## src/rtl/demux1_2_buf_if.sv

```systemverilog
// Handshake bundle for demux1_2_buf: one input stream in, two buffered streams out.
// Optional push counters appear when DEMUX1_2_CNT_EN is defined.
interface demux1_2_buf_if #(
    parameter int DATA_W = 4
);
    logic [DATA_W-1:0] demux_in;
    logic              demux_sel;
    logic              demux_in_valid;
    logic              demux_in_ready;
    logic [DATA_W-1:0] demux_out_a;
    logic              demux_out_a_valid;
    logic              demux_out_a_ready;
    logic [DATA_W-1:0] demux_out_b;
    logic              demux_out_b_valid;
    logic              demux_out_b_ready;
`ifdef DEMUX1_2_CNT_EN
    logic [7:0]        demux_cnt_a;
    logic [7:0]        demux_cnt_b;

    modport master (
        output demux_in, demux_sel, demux_in_valid, demux_out_a_ready, demux_out_b_ready,
        input  demux_in_ready, demux_out_a, demux_out_a_valid, demux_out_b, demux_out_b_valid,
        input  demux_cnt_a, demux_cnt_b
    );

    modport slave (
        input  demux_in, demux_sel, demux_in_valid, demux_out_a_ready, demux_out_b_ready,
        output demux_in_ready, demux_out_a, demux_out_a_valid, demux_out_b, demux_out_b_valid,
        output demux_cnt_a, demux_cnt_b
    );
`else
    modport master (
        output demux_in, demux_sel, demux_in_valid, demux_out_a_ready, demux_out_b_ready,
        input  demux_in_ready, demux_out_a, demux_out_a_valid, demux_out_b, demux_out_b_valid
    );

    modport slave (
        input  demux_in, demux_sel, demux_in_valid, demux_out_a_ready, demux_out_b_ready,
        output demux_in_ready, demux_out_a, demux_out_a_valid, demux_out_b, demux_out_b_valid
    );
`endif
endinterface

```

## src/rtl/demux1_2_buf.sv

```systemverilog
// 1:2 demultiplexer steering a nibble stream into two independent FIFOs (A = 0, B = 1).
// Define DEMUX1_2_CNT_EN to add 8-bit wrapping push counters per channel.
module demux1_2_buf #(
    parameter int DATA_W = 4,
    parameter int DEPTH  = 2
) (
    input  logic          clk,
    input  logic          rst_n,
    demux1_2_buf_if.slave bus
);
    localparam int PTR_W = $clog2(DEPTH);
    localparam int CNT_W = PTR_W + 1;

    typedef logic [DATA_W-1:0] word_t;
    typedef logic [PTR_W-1:0]  ptr_t;
    typedef logic [CNT_W-1:0]  cnt_t;

    localparam cnt_t FULL_CNT = cnt_t'(DEPTH);

    // Index 0 is channel A, index 1 is channel B throughout.
    word_t mem_q   [2][DEPTH];
    word_t mem_d   [2][DEPTH];
    ptr_t  wr_ptr_q [2];
    ptr_t  wr_ptr_d [2];
    ptr_t  rd_ptr_q [2];
    ptr_t  rd_ptr_d [2];
    cnt_t  count_q  [2];
    cnt_t  count_d  [2];
    logic  ready_en_q;
    logic  ready_en_d;

    logic [1:0] sel_oh;
    logic [1:0] full;
    logic [1:0] not_empty;
    logic [1:0] out_ready;
    logic [1:0] push;
    logic [1:0] pop;
    logic       in_ready;

`ifdef DEMUX1_2_CNT_EN
    logic [7:0] push_cnt_q [2];
    logic [7:0] push_cnt_d [2];
`endif

    // NOTE: every always_comb output gets a default first so no path can infer a latch.
    always_comb begin
        sel_oh    = {bus.demux_sel, !bus.demux_sel};
        out_ready = {bus.demux_out_b_ready, bus.demux_out_a_ready};
        full      = '0;
        not_empty = '0;
        for (int c = 0; c < 2; c++) begin
            full[c]      = (count_q[c] == FULL_CNT);
            not_empty[c] = (count_q[c] != '0);
        end
        // Ready looks only at the selected FIFO's registered count; a same-cycle pop never helps.
        in_ready = ready_en_q && !full[bus.demux_sel];
        push     = {2{bus.demux_in_valid && in_ready}} & sel_oh;
        pop      = not_empty & out_ready;
    end

    always_comb begin
        ready_en_d = 1'b1;
        mem_d      = mem_q;
        for (int c = 0; c < 2; c++) begin
            wr_ptr_d[c] = wr_ptr_q[c];
            rd_ptr_d[c] = rd_ptr_q[c];
            count_d[c]  = count_q[c] + cnt_t'(push[c]) - cnt_t'(pop[c]);
            if (push[c]) begin
                mem_d[c][wr_ptr_q[c]] = bus.demux_in;
                wr_ptr_d[c]           = wr_ptr_q[c] + ptr_t'(1);
            end
            if (pop[c]) begin
                rd_ptr_d[c] = rd_ptr_q[c] + ptr_t'(1);
            end
        end
    end

`ifdef DEMUX1_2_CNT_EN
    always_comb begin
        for (int c = 0; c < 2; c++) begin
            push_cnt_d[c] = push_cnt_q[c] + 8'(push[c]);
        end
    end
`endif

    // NOTE: sequential state uses non-blocking assignments so every flop samples pre-edge values.
    always_ff @(posedge clk or negedge rst_n) begin
        if (!rst_n) begin
            ready_en_q <= 1'b0;
            for (int c = 0; c < 2; c++) begin
                wr_ptr_q[c] <= '0;
                rd_ptr_q[c] <= '0;
                count_q[c]  <= '0;
            end
        end else begin
            ready_en_q <= ready_en_d;
            for (int c = 0; c < 2; c++) begin
                wr_ptr_q[c] <= wr_ptr_d[c];
                rd_ptr_q[c] <= rd_ptr_d[c];
                count_q[c]  <= count_d[c];
            end
        end
    end

    // NOTE: storage is not reset; an empty count masks stale entries, so outputs still read 0.
    always_ff @(posedge clk) begin
        mem_q <= mem_d;
    end

`ifdef DEMUX1_2_CNT_EN
    always_ff @(posedge clk or negedge rst_n) begin
        if (!rst_n) begin
            push_cnt_q[0] <= '0;
            push_cnt_q[1] <= '0;
        end else begin
            push_cnt_q[0] <= push_cnt_d[0];
            push_cnt_q[1] <= push_cnt_d[1];
        end
    end

    assign bus.demux_cnt_a = push_cnt_q[0];
    assign bus.demux_cnt_b = push_cnt_q[1];
`endif

    assign bus.demux_in_ready    = in_ready;
    assign bus.demux_out_a_valid = not_empty[0];
    assign bus.demux_out_b_valid = not_empty[1];
    assign bus.demux_out_a       = not_empty[0] ? mem_q[0][rd_ptr_q[0]] : '0;
    assign bus.demux_out_b       = not_empty[1] ? mem_q[1][rd_ptr_q[1]] : '0;

endmodule

```

## src/flat_wrapper.sv

```systemverilog
// flat-port wrapper written by rule: the top's interface ports become plain ports
module demux1_2_buf_flat 
#(
    parameter int DATA_W = 4,
    parameter int DEPTH  = 2
)
  (clk, rst_n, bus_demux_in, bus_demux_sel, bus_demux_in_valid, bus_demux_out_a_ready, bus_demux_out_b_ready, bus_demux_in_ready, bus_demux_out_a, bus_demux_out_a_valid, bus_demux_out_b, bus_demux_out_b_valid);
  demux1_2_buf_if #(.DATA_W(DATA_W)) bus_i ();
  input  logic clk;
  input  logic rst_n;
  input wire logic [$bits(bus_i.demux_in)-1:0] bus_demux_in;
  input wire logic [$bits(bus_i.demux_sel)-1:0] bus_demux_sel;
  input wire logic [$bits(bus_i.demux_in_valid)-1:0] bus_demux_in_valid;
  input wire logic [$bits(bus_i.demux_out_a_ready)-1:0] bus_demux_out_a_ready;
  input wire logic [$bits(bus_i.demux_out_b_ready)-1:0] bus_demux_out_b_ready;
  output wire logic [$bits(bus_i.demux_in_ready)-1:0] bus_demux_in_ready;
  output wire logic [$bits(bus_i.demux_out_a)-1:0] bus_demux_out_a;
  output wire logic [$bits(bus_i.demux_out_a_valid)-1:0] bus_demux_out_a_valid;
  output wire logic [$bits(bus_i.demux_out_b)-1:0] bus_demux_out_b;
  output wire logic [$bits(bus_i.demux_out_b_valid)-1:0] bus_demux_out_b_valid;
  assign bus_i.demux_in = bus_demux_in;
  assign bus_i.demux_sel = bus_demux_sel;
  assign bus_i.demux_in_valid = bus_demux_in_valid;
  assign bus_i.demux_out_a_ready = bus_demux_out_a_ready;
  assign bus_i.demux_out_b_ready = bus_demux_out_b_ready;
  assign bus_demux_in_ready = bus_i.demux_in_ready;
  assign bus_demux_out_a = bus_i.demux_out_a;
  assign bus_demux_out_a_valid = bus_i.demux_out_a_valid;
  assign bus_demux_out_b = bus_i.demux_out_b;
  assign bus_demux_out_b_valid = bus_i.demux_out_b_valid;
  demux1_2_buf #(.DATA_W(DATA_W), .DEPTH(DEPTH)) u_core (.clk(clk), .rst_n(rst_n), .bus(bus_i));
endmodule
```

## config.mk

```make
export PLATFORM = sky130hd
export DESIGN_NAME = demux1_2_buf_flat
export DESIGN_NICKNAME = d
export VERILOG_FILES = /design/src/rtl/demux1_2_buf_if.sv /design/src/rtl/demux1_2_buf.sv /design/src/flat_wrapper.sv
export SDC_FILE = /design/constraint.sdc
export NUM_CORES = 1
export LEC_CHECK = 0
export CAP_MARGIN = 10
export CORE_AREA = 3 3 64 80
export CTS_CLUSTER_DIAMETER = 80
export CTS_CLUSTER_SIZE = 16
export DETAILED_ROUTE_END_ITERATION = 6
export DIE_AREA = 0 0 67 83
export RECOVER_POWER = 25
export SYNTH_ARGS = -nofsm -noshare
export SYNTH_HDL_FRONTEND = slang
export SYNTH_SLANG_ARGS = --single-unit
```

## constraint.sdc

```tcl
create_clock -name clk -period 2.49 [get_ports clk]
set_input_delay 0.3735 -clock clk [delete_from_list [all_inputs] [get_ports clk]]
set_output_delay 0.3735 -clock clk [all_outputs]
set_load 0.03 [all_outputs]
```

==> run summary, run 1 <==
The run finished with clean final reports. The clock arrives with 0.00347 ns of skew. The analysis attributes to net switching a power of 0.000593 W.

The standard cell core area was 4460 um2. The tools report the max-slew violation total from the final report as 0. Counting every instance in the synthesized netlist gives 80. The synthesized area divided by synthesized cell count is 13.6 um2, and the area growth from synthesis to final layout is 30.0%. The tools report the remaining antenna violation count after routing as 0. After clock tree synthesis, the flow added hold-fix buffers numbering 0.

In the global route stage, overall resource usage came out at 7.04%. The final-report hold violation count is 0, and the proportion of layout cells with a drive suffix above 1 is 9.62%. The fraction of power spent switching nets is 38.2%, and the first-pass GRT wire length is 3040 um. The area of the mapped netlist was 1090 um2; the leakage dissipation was 0.569 nW.

Pin placement for this block handled 21 I/O pins. The worst setup path is launched from an input pin. The internal power of the cells totals 0.000958 W. The layout has 473 filler cells. Combinational logic is responsible for 44.6% of the overall power. In the routed layout, each cell is associated on average with a via count of 3.89. The total power density per cell area came out at 1100 nW/um2. The first detailed-routing pass took 2 iterations. Setup repair after global routing left no endpoint under its margin.

The critical path starts at bus_demux_sel. TritonCTS built the clock tree. Type of element capturing the critical path: an output port.

The multi-input combinational cells in the finished layout cover a total of 343 um2. After routing, the total negative slack on setup checks comes to 0 ns. At the end of routability-driven placement, the weighted congestion stood at 0.704.

Height of the die: 83 um. Across the whole layout, storage elements account for 706 um2. The data required time at the worst endpoint is 2.12 ns. For flop-to-flop paths, the worst setup slack is 0.67 ns. In this run the clock root is driven by a clkbuf_8. Synthesis inferred 25 register bits.

The non-filler instance count after layout is 162, and the number of rows in the core area is 27. The placed instances occupy a cell area of 1370 um2. The number of cells in the design after placement is 158. After clock tree synthesis, the clock-pin slew on the worst setup and hold paths is 0.09 ns.

In this run, distinct cell masters in the synthesized netlist total 20. IR analysis of the VDD net gives a maximum drop of 0.000318 V. The routed layout has 630 vias.

Shortest clock period the worst path allows after layout: 2.26 ns. Timing endpoint of the critical path: bus_demux_in_ready. The initial utilization of the core area, before any placement, comes to 24.4%. The endpoint identified for the worst register-to-register timing path is u_core.count_q[3].

In this run the worst path has a maximum fanout of 3. The largest net degree at the start of global routing was 16. The number of max-cap violations came out at 0. The worst setup path is of the input pin to output port kind.

Setup violations remaining at the end of the flow were counted as 0. Buffers placed on the I/O ports in this run total 20. The clock passes through at most 2 buffers. The logs give 5560 um2 for the die outline area and 0 for the total grt overflow.

The number of buffers created by CTS is 3. For the fraction of power consumed by the clock network, the log shows 15.4%. The mean routed wirelength per cell works out to 11.3 um.

At the later pin of the worst-skew pair, clock insertion delay measures 0.26 ns. The final critical path takes up 91.0% of the cycle. Type of the worst min-delay path: input pin to asynchronous set/reset pin.

The tree built by TritonCTS fans out to 25 sinks. The initial DRC count is 27, and the DRC violations left is 0. The detailed placement HPWL was 1510 um; the number of global-route vias before repair was 660.

The final layout contains routed wiring with a total length of 1840 um. The tools report the net count of the mapped netlist as 94. For the share of synthesized area occupied by flip-flops and latches, the log shows 64.8%. CTS H-tree depth: 1. Of all cell types, the one taking the most synthesized area is edfxtp_1.

The data arrival time of the critical path was 1.89 ns. Of the post-synthesis cell area, the dominant cell type holds 44.1%. The tools report the number of cells upsized or downsized after cts as 0. Sorting the synthesized cells by area gives the leading types as edfxtp_1 44%, dfrtp_1 21%, mux2i_1 7.4%, ha_1 4.6%, nor2_1 4.1%.

The run gives 0 as the warning count from the yosys run. The worst register-to-register path begins at u_core.count_q[2]. Measured in cells, the most critical reg-to-reg path has a length of 7. At the end of the flow, the number of nets in the layout was 119.

The finished cells cover 1420 um2. 0 antenna diodes ended up in the layout. The sequential power share was 40.1%; the horizontal extent of the die was 67 um. In this run the post-CTS setup repair buffer count came out at 0. The maximum clock rate was 442 MHz. The run gives 0 as the number of antenna violations at the first check in global routing.
flip-flops by register name (all words and copies together) (netlist names):
signal	flops
u_core.count_q	4
u_core.mem_q	16
u_core.rd_ptr_q	2
u_core.ready_en_q	1
u_core.wr_ptr_q	2
worst min-delay path by stage:
stage	startpoint	end	slack (ns)	cells past startpoint
final	rst_n	u_core.count_q[1]	0.49	1
after global routing	rst_n	u_core.rd_ptr_q[0]	0.51	1
after CTS	rst_n	u_core.ready_en_q	0.43	1
after detailed placement	u_core.wr_ptr_q[1]	u_core.wr_ptr_q[1]	0.48	1
after global placement	u_core.wr_ptr_q[1]	u_core.wr_ptr_q[1]	0.47	1
after floorplan	rst_n	u_core.count_q[0]	0.08	0
routing by layer:
layer  GRT usage (%)  part of all wire [%]  vias to the layer above
li1                -                     -                      313
met1            8.97                    45                      302
met2            11.8                    51                       13
met3            1.22                   3.6                        2
met4            2.21                  0.65                        0
met5               0                     0                        -
placed cells by master (no fill, tap or decap), drive strengths merged:
master / count
a21boi: 1
clkbuf: 3
nor4: 1
nor3: 1
ha: 4
conb: 1
edfxtp: 16
dfrtp: 9
dlygate4sd3: 3
nand2: 2
inv: 8
nor2b: 3
clkdlybuf4s50: 17
xor2: 3
buf: 2
and2: 1
or2: 1
nor2: 12
nand2b: 1
xnor2: 5
nand4: 1
mux2i: 8
clkinvlp: 1
cells by family after synthesis:
group	after synthesis	share of synthesized area, %
AND/OR/NAND/NOR	23	12.1
flip-flops	25	64.8
other	1	0.344
XOR/XNOR	8	6.44
multiplexers	8	7.36
buffers and inverters	10	3.68
adder cells (fa/ha/maj)	4	4.60
AO/OA/AOI/OAI	1	0.690
final cells by class:
cell class                 instances  share of cell area [%]
clock inverter                     1                   0.531
clock buffer                       3                    2.92
sequential                        25                    49.9
tap                               58                    5.13
timing repair buffer              22                    15.2
multi-input combinational         45                    24.2
inverter                           8                    2.12
Yosys cell counts, drive strengths merged:
cell type and number:
mux2i 8, nor4 1, nor3 1, dfrtp 9, ha 4, xnor2 5
nor2b 3, buf 2, and2 1, nor2 12, or2 1, nand2 2
nand4 1, nand2b 1, edfxtp 16, a21boi 1, xor2 3, conb 1
inv 8
stage by stage:
step           utilization (%)  hold slack [ns]  total power, W  setup slack [ns]
2_1_floorplan                -           0.0779         0.00109             0.677
3_3_place_gp              30.6            0.470         0.00131             0.239
3_5_place_dp              30.6            0.484         0.00134             0.229
4_1_cts                   31.7            0.427         0.00158             0.208
5_1_grt                   31.7            0.513         0.00166             0.135
6_report                  31.7            0.486         0.00155             0.225
power groups by stage:
stage / Combinational [W] / Sequential [W] / Clock [W]
after floorplan: 0.000503 / 0.000582 / 0
after global placement: 0.000688 / 0.000624 / 0
after detailed placement: 0.000706 / 0.000632 / 0
after CTS: 0.000710 / 0.000623 / 0.000248
after global routing: 0.000759 / 0.000635 / 0.000261
final: 0.000691 / 0.000621 / 0.000239
critical path, cell delays in order:
cell and delay [ns]:
clkdlybuf4s50_1 0.43, or2_1 0.23, a21boi_0 0.17, clkdlybuf4s50_1 0.69
(Power assumes the default switching activity.)
==> run 2, diff against run 1 <==
--- a/config.mk
+++ b/config.mk
@@ -7,3 +7,3 @@
 export LEC_CHECK = 0
-export CAP_MARGIN = 10
+export CAP_MARGIN = 5
 export CORE_AREA = 3 3 64 80
@@ -14,2 +14,3 @@
 export RECOVER_POWER = 25
+export SLEW_MARGIN = 0
 export SYNTH_ARGS = -nofsm -noshare
--- a/constraint.sdc
+++ b/constraint.sdc
@@ -3,2 +3,2 @@
 set_output_delay 0.3735 -clock clk [all_outputs]
-set_load 0.03 [all_outputs]
+set_load 0.005 [all_outputs]
==> run 2 against run 1 <==
  * Clock skew fell by 0.00082 ns
  * Die area did not move
  * Worst setup slack improved by 0.051 ns
  * Sequential cell count stayed put
  * Via count decreased by 4.0%
  * Core utilization decreased by 0.17 points
  * Clock power fell by 3%
  * Non-clock buffer count fell by 1
  * Largest cell class unchanged
==> run summary, run 2 (synthesis gave the netlist of run 1 again) <==
Following the worst setup path forward leads to its endpoint at bus_demux_in_ready. Setup repair after global routing left no endpoint under its margin. STA puts the critical path data arrival time at 1.84 ns. The worst setup path is of the input pin to output port kind. For the number of rows in the core area, the log shows 27.

Setup violations remaining at the end of the flow were counted as 0. For the initial DRC count, the log shows 4. For the finished layout, the period the worst path requires is 2.21 ns. In the final layout, the registers with the most flip-flops are u_core.mem_q x16, u_core.count_q x4. The post-route met1 wirelength is 806 um, and the placement-stage cell area is 1360 um2.

Internal power comes to 0.000958 W. TritonCTS built the clock tree. In the layout the commonest cells are 17 x clkdlybuf4s50_1, 16 x edfxtp_1, 12 x nor2_1, 9 x dfrtp_1. After clock tree synthesis, the repair step resized 0 gates.

The number of setup buffers added after CTS is 0. For the non-filler instance count after layout, the log shows 161. The tree built by TritonCTS fans out to 25 sinks. The area growth from synthesis to final layout was 29.3%; the worst voltage drop across the vdd grid was 0.000331 V.

For this design, the CTS-stage hold fixing added 0 buffers. The remaining antenna violation count after routing was 0; the number of cells in the design after placement was 157. After detailed routing, the total wire length is 1750 um.

The flip-flop count of the largest register, all copies and words added was 16. Ranked by flip-flop count, first place goes to u_core.mem_q. The run finished with clean final reports. The standard cell core area is 4460 um2. Combinational cells account for 38.3% of the total power. The startpoint identified for the worst register-to-register timing path is u_core.count_q[1]. The leakage dissipation was 0.565 nW; the slack of the worst reg-to-reg path was 0.67 ns. The first detailed-routing pass took 4 iterations. After detailed routing, the number of vias per cell comes to 3.76. The post-route netlist has 8.74% of its cells at a drive strength greater than 1.

At the worst endpoint, the required time is 2.12 ns. For this run, the post-layout net count is 118. In the detailed route, the total length drawn on met2 is 859 um.

The top fanout value on the critical path is 5, and the CTS H-tree depth is 1. Leaving out fill and tap cells, the most frequent cell in the layout is clkdlybuf4s50_1. For the post-route standard cell area excluding fillers, the log shows 1410 um2. The logs give 0 for the final-report hold violation count and 21 for the I/O pin count. After detailed routing, the number of remaining DRC violations is 0. The die is 67 um wide. The worst clock skew is 0.00265 ns. The die is 83 um tall. Clock-pin slew was measured on the worst setup and hold paths at 0.08 ns. Across all layers, the routed design uses 605 vias.

Power spread over the standard cell area amounts to 979 nW/um2. The worst setup path is launched from an input pin. Dividing the detail-routed wire length by the instance count gives 10.9 um. The max-slew violation total from the final report was 0; the detailed placement HPWL was 1460 um. In this run the deepest clock path goes through 2 buffers. The tools report the total grt overflow as 0.

Clock latency of the later-clocked register in the worst-skew pair: 0.26 ns. The first global-routing pass estimated 2990 um of wire. Across the run, the number of max-cap violations was 0.

The count of cells along the worst register-to-register path came out at 7. The type of element capturing the critical path is an output port. The tools report the largest net degree at the start of global routing as 16. The share of total power dissipated in sequential elements is 44.9%. The run gives 0 ns as the post-route setup TNS.

The tools report the first element of the critical path as bus_demux_sel. The final critical path takes up 88.9% of the cycle. The cell chosen for the clock root was clkbuf_8.

The die covers 5560 um2. The fraction of power consumed by the clock network was 16.9%. The number of antenna cells inserted was 0; the detailed-routed wire length on met3 was 58 um.

The congestion estimate from routability-driven global placement came to 0.675. The run gives 0 as the number of antenna violations at the first check in global routing. The count of input and output buffers was 20. Number of global-route vias before repair: 685.

The number of clock buffers added by TritonCTS is 3. The worst hold path belongs to the class input pin to asynchronous set/reset pin. After layout, the design draws a total of 0.00138 W. Global routing used 7.07% of the available tracks across all layers. The fraction of power spent switching nets was 30.5%. The endpoint identified for the worst register-to-register timing path is u_core.count_q[1].

The switching power was 0.000420 W; the initial standard-cell utilization of the core was 24.4%. Routed signal wires occupy layers up through met4. Static timing analysis puts the maximum clock frequency at 452 MHz.
-- run 2: cell types whose count changed in the layout (fill, tap and decap cells not counted), sizes merged --
cell and delta:
buf -1
-- run 2: final cells by class --
type	count	area, um2
fillers	472	3050
flip-flops and latches	25	706
multi-input cells	45	343
repair buffers	21	208
well taps	58	72.6
clock buffers	3	41.3
inverters	8	30.0
clock inverters	1	7.51
-- run 2: worst min-delay path by stage --
stage	startpoint	cells past startpoint	slack, ns	endpoint
2_1_floorplan	rst_n	0	0.08	u_core.count_q[0]
3_3_place_gp	u_core.wr_ptr_q[1]	1	0.47	u_core.wr_ptr_q[1]
3_5_place_dp	u_core.wr_ptr_q[1]	1	0.48	u_core.wr_ptr_q[1]
4_1_cts	rst_n	1	0.43	u_core.count_q[0]
5_1_grt	rst_n	1	0.50	u_core.wr_ptr_q[0]
6_report	rst_n	1	0.48	u_core.wr_ptr_q[0]
-- run 2: critical path, cell delays in order --
cell,delay [ns]
clkdlybuf4s50_1,0.51
or2_1,0.26
a21boi_0,0.17
clkdlybuf4s50_1,0.53
-- run 2: metrics by stage --
stage,worst slack (ns),hold WS [ns],utilization [%]
detailed placement,0.284,0.482,30.5
floorplan,0.860,0.0779,-
finish,0.277,0.478,31.6
CTS,0.263,0.427,31.6
global placement,0.308,0.471,30.5
global route,0.192,0.503,31.6
-- run 2: power by group through the flow --
| stage | combinational [W] | sequential [W] | clock, W |
|---|---|---|---|
| 4_1_cts | 0.000545 | 0.000622 | 0.000245 |
| 6_report | 0.000527 | 0.000618 | 0.000232 |
| 2_1_floorplan | 0.000340 | 0.000582 | 0 |
| 5_1_grt | 0.000591 | 0.000633 | 0.000265 |
| 3_5_place_dp | 0.000541 | 0.000632 | 0 |
| 3_3_place_gp | 0.000522 | 0.000624 | 0 |
-- run 2: per-layer routing --
layer | global-route usage (%) | up-vias
met4 | 4.43 | 0
met1 | 8.49 | 277
met5 | 0 | -
met2 | 11.4 | 15
li1 | - | 309
met3 | 1.22 | 4
==> run 3, diff against run 2 <==
Settings changed: CORE_AREA 3 3 64 80 to 3 3 45 57, DIE_AREA 0 0 67 83 to 0 0 48 60, GPL_ROUTABILITY_DRIVEN set to 0, PLACE_DENSITY set to 0.78.
==> run 3 against run 2 <==
  * Clock power decreased by 27%
  * Clock skew decreased by 0.0019 ns
  * Wire length decreased by 3.8%
  * Design area decreased by 5.0%
  * Non-clock buffer count unchanged
  * Cell count decreased by 24%
  * First-iteration DRC count decreased by 75%
  * Sequential cell count unchanged
  * Count of clock-buffer cells in the layout increased by 1
  * Via count increased by 1.8%
  * Worst hold slack got worse by 0.048 ns
  * Total power decreased by 5.1%
  * Critical path type unchanged
  * Largest power group unchanged
  * Highest routed layer unchanged
==> run summary, run 3 (synthesis gave the netlist of run 1 again) <==
Summed over all failing endpoints, the final setup total negative slack is 0 ns. Entering global routing, the biggest net connects 14 pins. The register cell area after layout was 706 um2. The area growth from synthesis to final layout came out at 22.9%. The total detailed-routing wirelength is 1690 um, and the horizontal extent of the die is 48 um. At the later pin of the worst-skew pair, clock insertion delay measures 0.30 ns. The tools report the die outline area as 2880 um2. The worst clock skew is 0.000709 ns.

The type of the worst min-delay path was input pin to asynchronous set/reset pin. The setup slack of the critical path after layout came out at 0.254 ns. VDD sags by at most 0.000596 V.

The logs give 1 for the initial DRC count and 1380 um for the detailed placement HPWL. In the layout the commonest cells are 17 x clkdlybuf4s50_1, 16 x edfxtp_1, 12 x nor2_1, 9 x dfrtp_1. The run gives 21 as the I/O pin count. Standard cell core area: 2030 um2. The logs give 0 for the number of antenna cells inserted and 0.00131 W for the total power after layout.

Counting along the longest clock path gives a buffer depth of 2. The run finished with clean final reports. Data on the critical path arrives at its endpoint at 1.86 ns.

The height of the die is 60 um. The number of antenna violations at the first check in global routing came out at 0. Total area of multi-input combinational cells: 343 um2. Counting the fill cells in the layout gives 151.

For the worst setup path, the data required time is 2.12 ns. The tools report the leakage dissipation as 0.558 nW. Number of failing setup endpoints in the final timing report: 0. Of all nets on the critical path, the largest fanout is 5. The most frequent standard cell in the layout excluding fill and tap cells was clkdlybuf4s50_1. CTS placed an instance of clkbuf_4 at the clock tree root.

For the number of rows in the core area, the log shows 18. Post-route standard cell area excluding fillers: 1340 um2. The total overflow left after global routing is 0. TritonCTS built the clock tree. The final-report hold violation count was 0. The first detailed-routing pass ran for 4 iterations. In the final routed layout, each cell accounts on average for 13.7 um. In this run, post-CTS repair resized a total of 0 instances. The total number of clock tree sinks was 25.

Dividing total power by cell area gives a power density of 977 nW/um2. The clock input transition at the sequential cells of the worst setup and hold paths is 0.12 ns. The number of setup buffers added after CTS is 0, and the DRC violations left is 0. The proportion of layout cells with a drive suffix above 1 works out to 7.77%. The post-route clock period utilization was 89.8%. The logs give 3 for the number of buffers created by CTS and 2780 um for the first-pass GRT wire length. The count of hold-fix buffers inserted at cts is 0. Max-cap violations in this run came to 0. The largest registers in the layout are u_core.mem_q x16, u_core.count_q x4. The most flop-heavy register was u_core.mem_q.

Remaining antenna violation count after routing: 0. Setup repair after global routing left no endpoint under its margin. The initial standard-cell utilization of the core is 53.7%, and the combined global-route utilization of all metal layers is 14.3%. The worst setup path is launched from an input pin. Once placement finished, the instance area stood at 1310 um2. Number of nets in the finished design: 118. Port buffering added 20 buffers.

The register with the most flip-flops in the layout has 16 of them. The detailed router placed 616 vias in this run. The shortest clock period the worst path allows after layout was 2.24 ns; the CTS H-tree depth was 1. For the max-slew violation total from the final report, the log shows 0. At the placement stage, the worst setup path has a slack of 0.236 ns.

For the maximum clock rate, the log shows 447 MHz. STA classifies the critical path endpoint as an output port. The critical path start-end classification is input pin to output port.

The number of global-route vias before repair was 645; the detail-routed via count per cell was 5.01.
run 3: changes by cell type in the layout (fill, tap and decap cells not counted), sizes merged:
| cell | change |
|---|---|
| clkbuf | +1 |
| clkinvlp | -1 |
run 3: worst max-delay path, stage by stage:
cell             delay [ns]
clkdlybuf4s50_1        0.51
or2_1                  0.27
a21boi_0               0.18
clkdlybuf4s50_1        0.53
run 3: area by class of cell:
class	instances	share of cell area, %
clock buffer	4	1.96
sequential	25	52.8
multi-input combinational	45	25.6
timing repair buffer	21	15.5
tap	20	1.87
inverter	8	2.25
run 3: path summary, 6_finish.rpt:
kind	cells after the start	slack, ns	from	endpoint
worst max register to register	7	0.68	u_core.count_q[2]	u_core.count_q[3]
min in group clk	1	0.50	u_core.wr_ptr_q[1]	u_core.wr_ptr_q[1]
worst min-delay path	1	0.43	rst_n	u_core.count_q[2]
max in group asynchronous	1	1.76	rst_n	u_core.count_q[1]
worst min register to register	1	0.50	u_core.wr_ptr_q[1]	u_core.wr_ptr_q[1]
worst max-delay path	4	0.25	bus_demux_sel	bus_demux_in_ready
run 3: metal layers:
metal	GRT usage (%)	wire length [um]	part of all wire (%)	vias to the layer above
li1	-	-	-	312
met1	16.2	715	42	290
met2	24.6	895	53	12
met3	3.01	60	3.6	2
met4	6.92	16	0.95	0
met5	0	0	0	-
run 3: stage by stage:
stage | instances | util [%] | hold WS, ns
after floorplan | 80 | - | 0.0779
after global placement | 119 | 64.7 | 0.480
after global routing | 123 | 66.0 | 0.417
final | 123 | 66.0 | 0.430
after detailed placement | 119 | 64.7 | 0.480
after CTS | 123 | 66.0 | 0.364
run 3: where the power goes:
part | total, W | switching (W) | leakage (nW) | internal [W]
clock network | 0.000169 | 0.000106 | 0.0150 | 0.0000624
registers | 0.000621 | 0.0000885 | 0.250 | 0.000533
logic | 0.000517 | 0.000208 | 0.293 | 0.000310
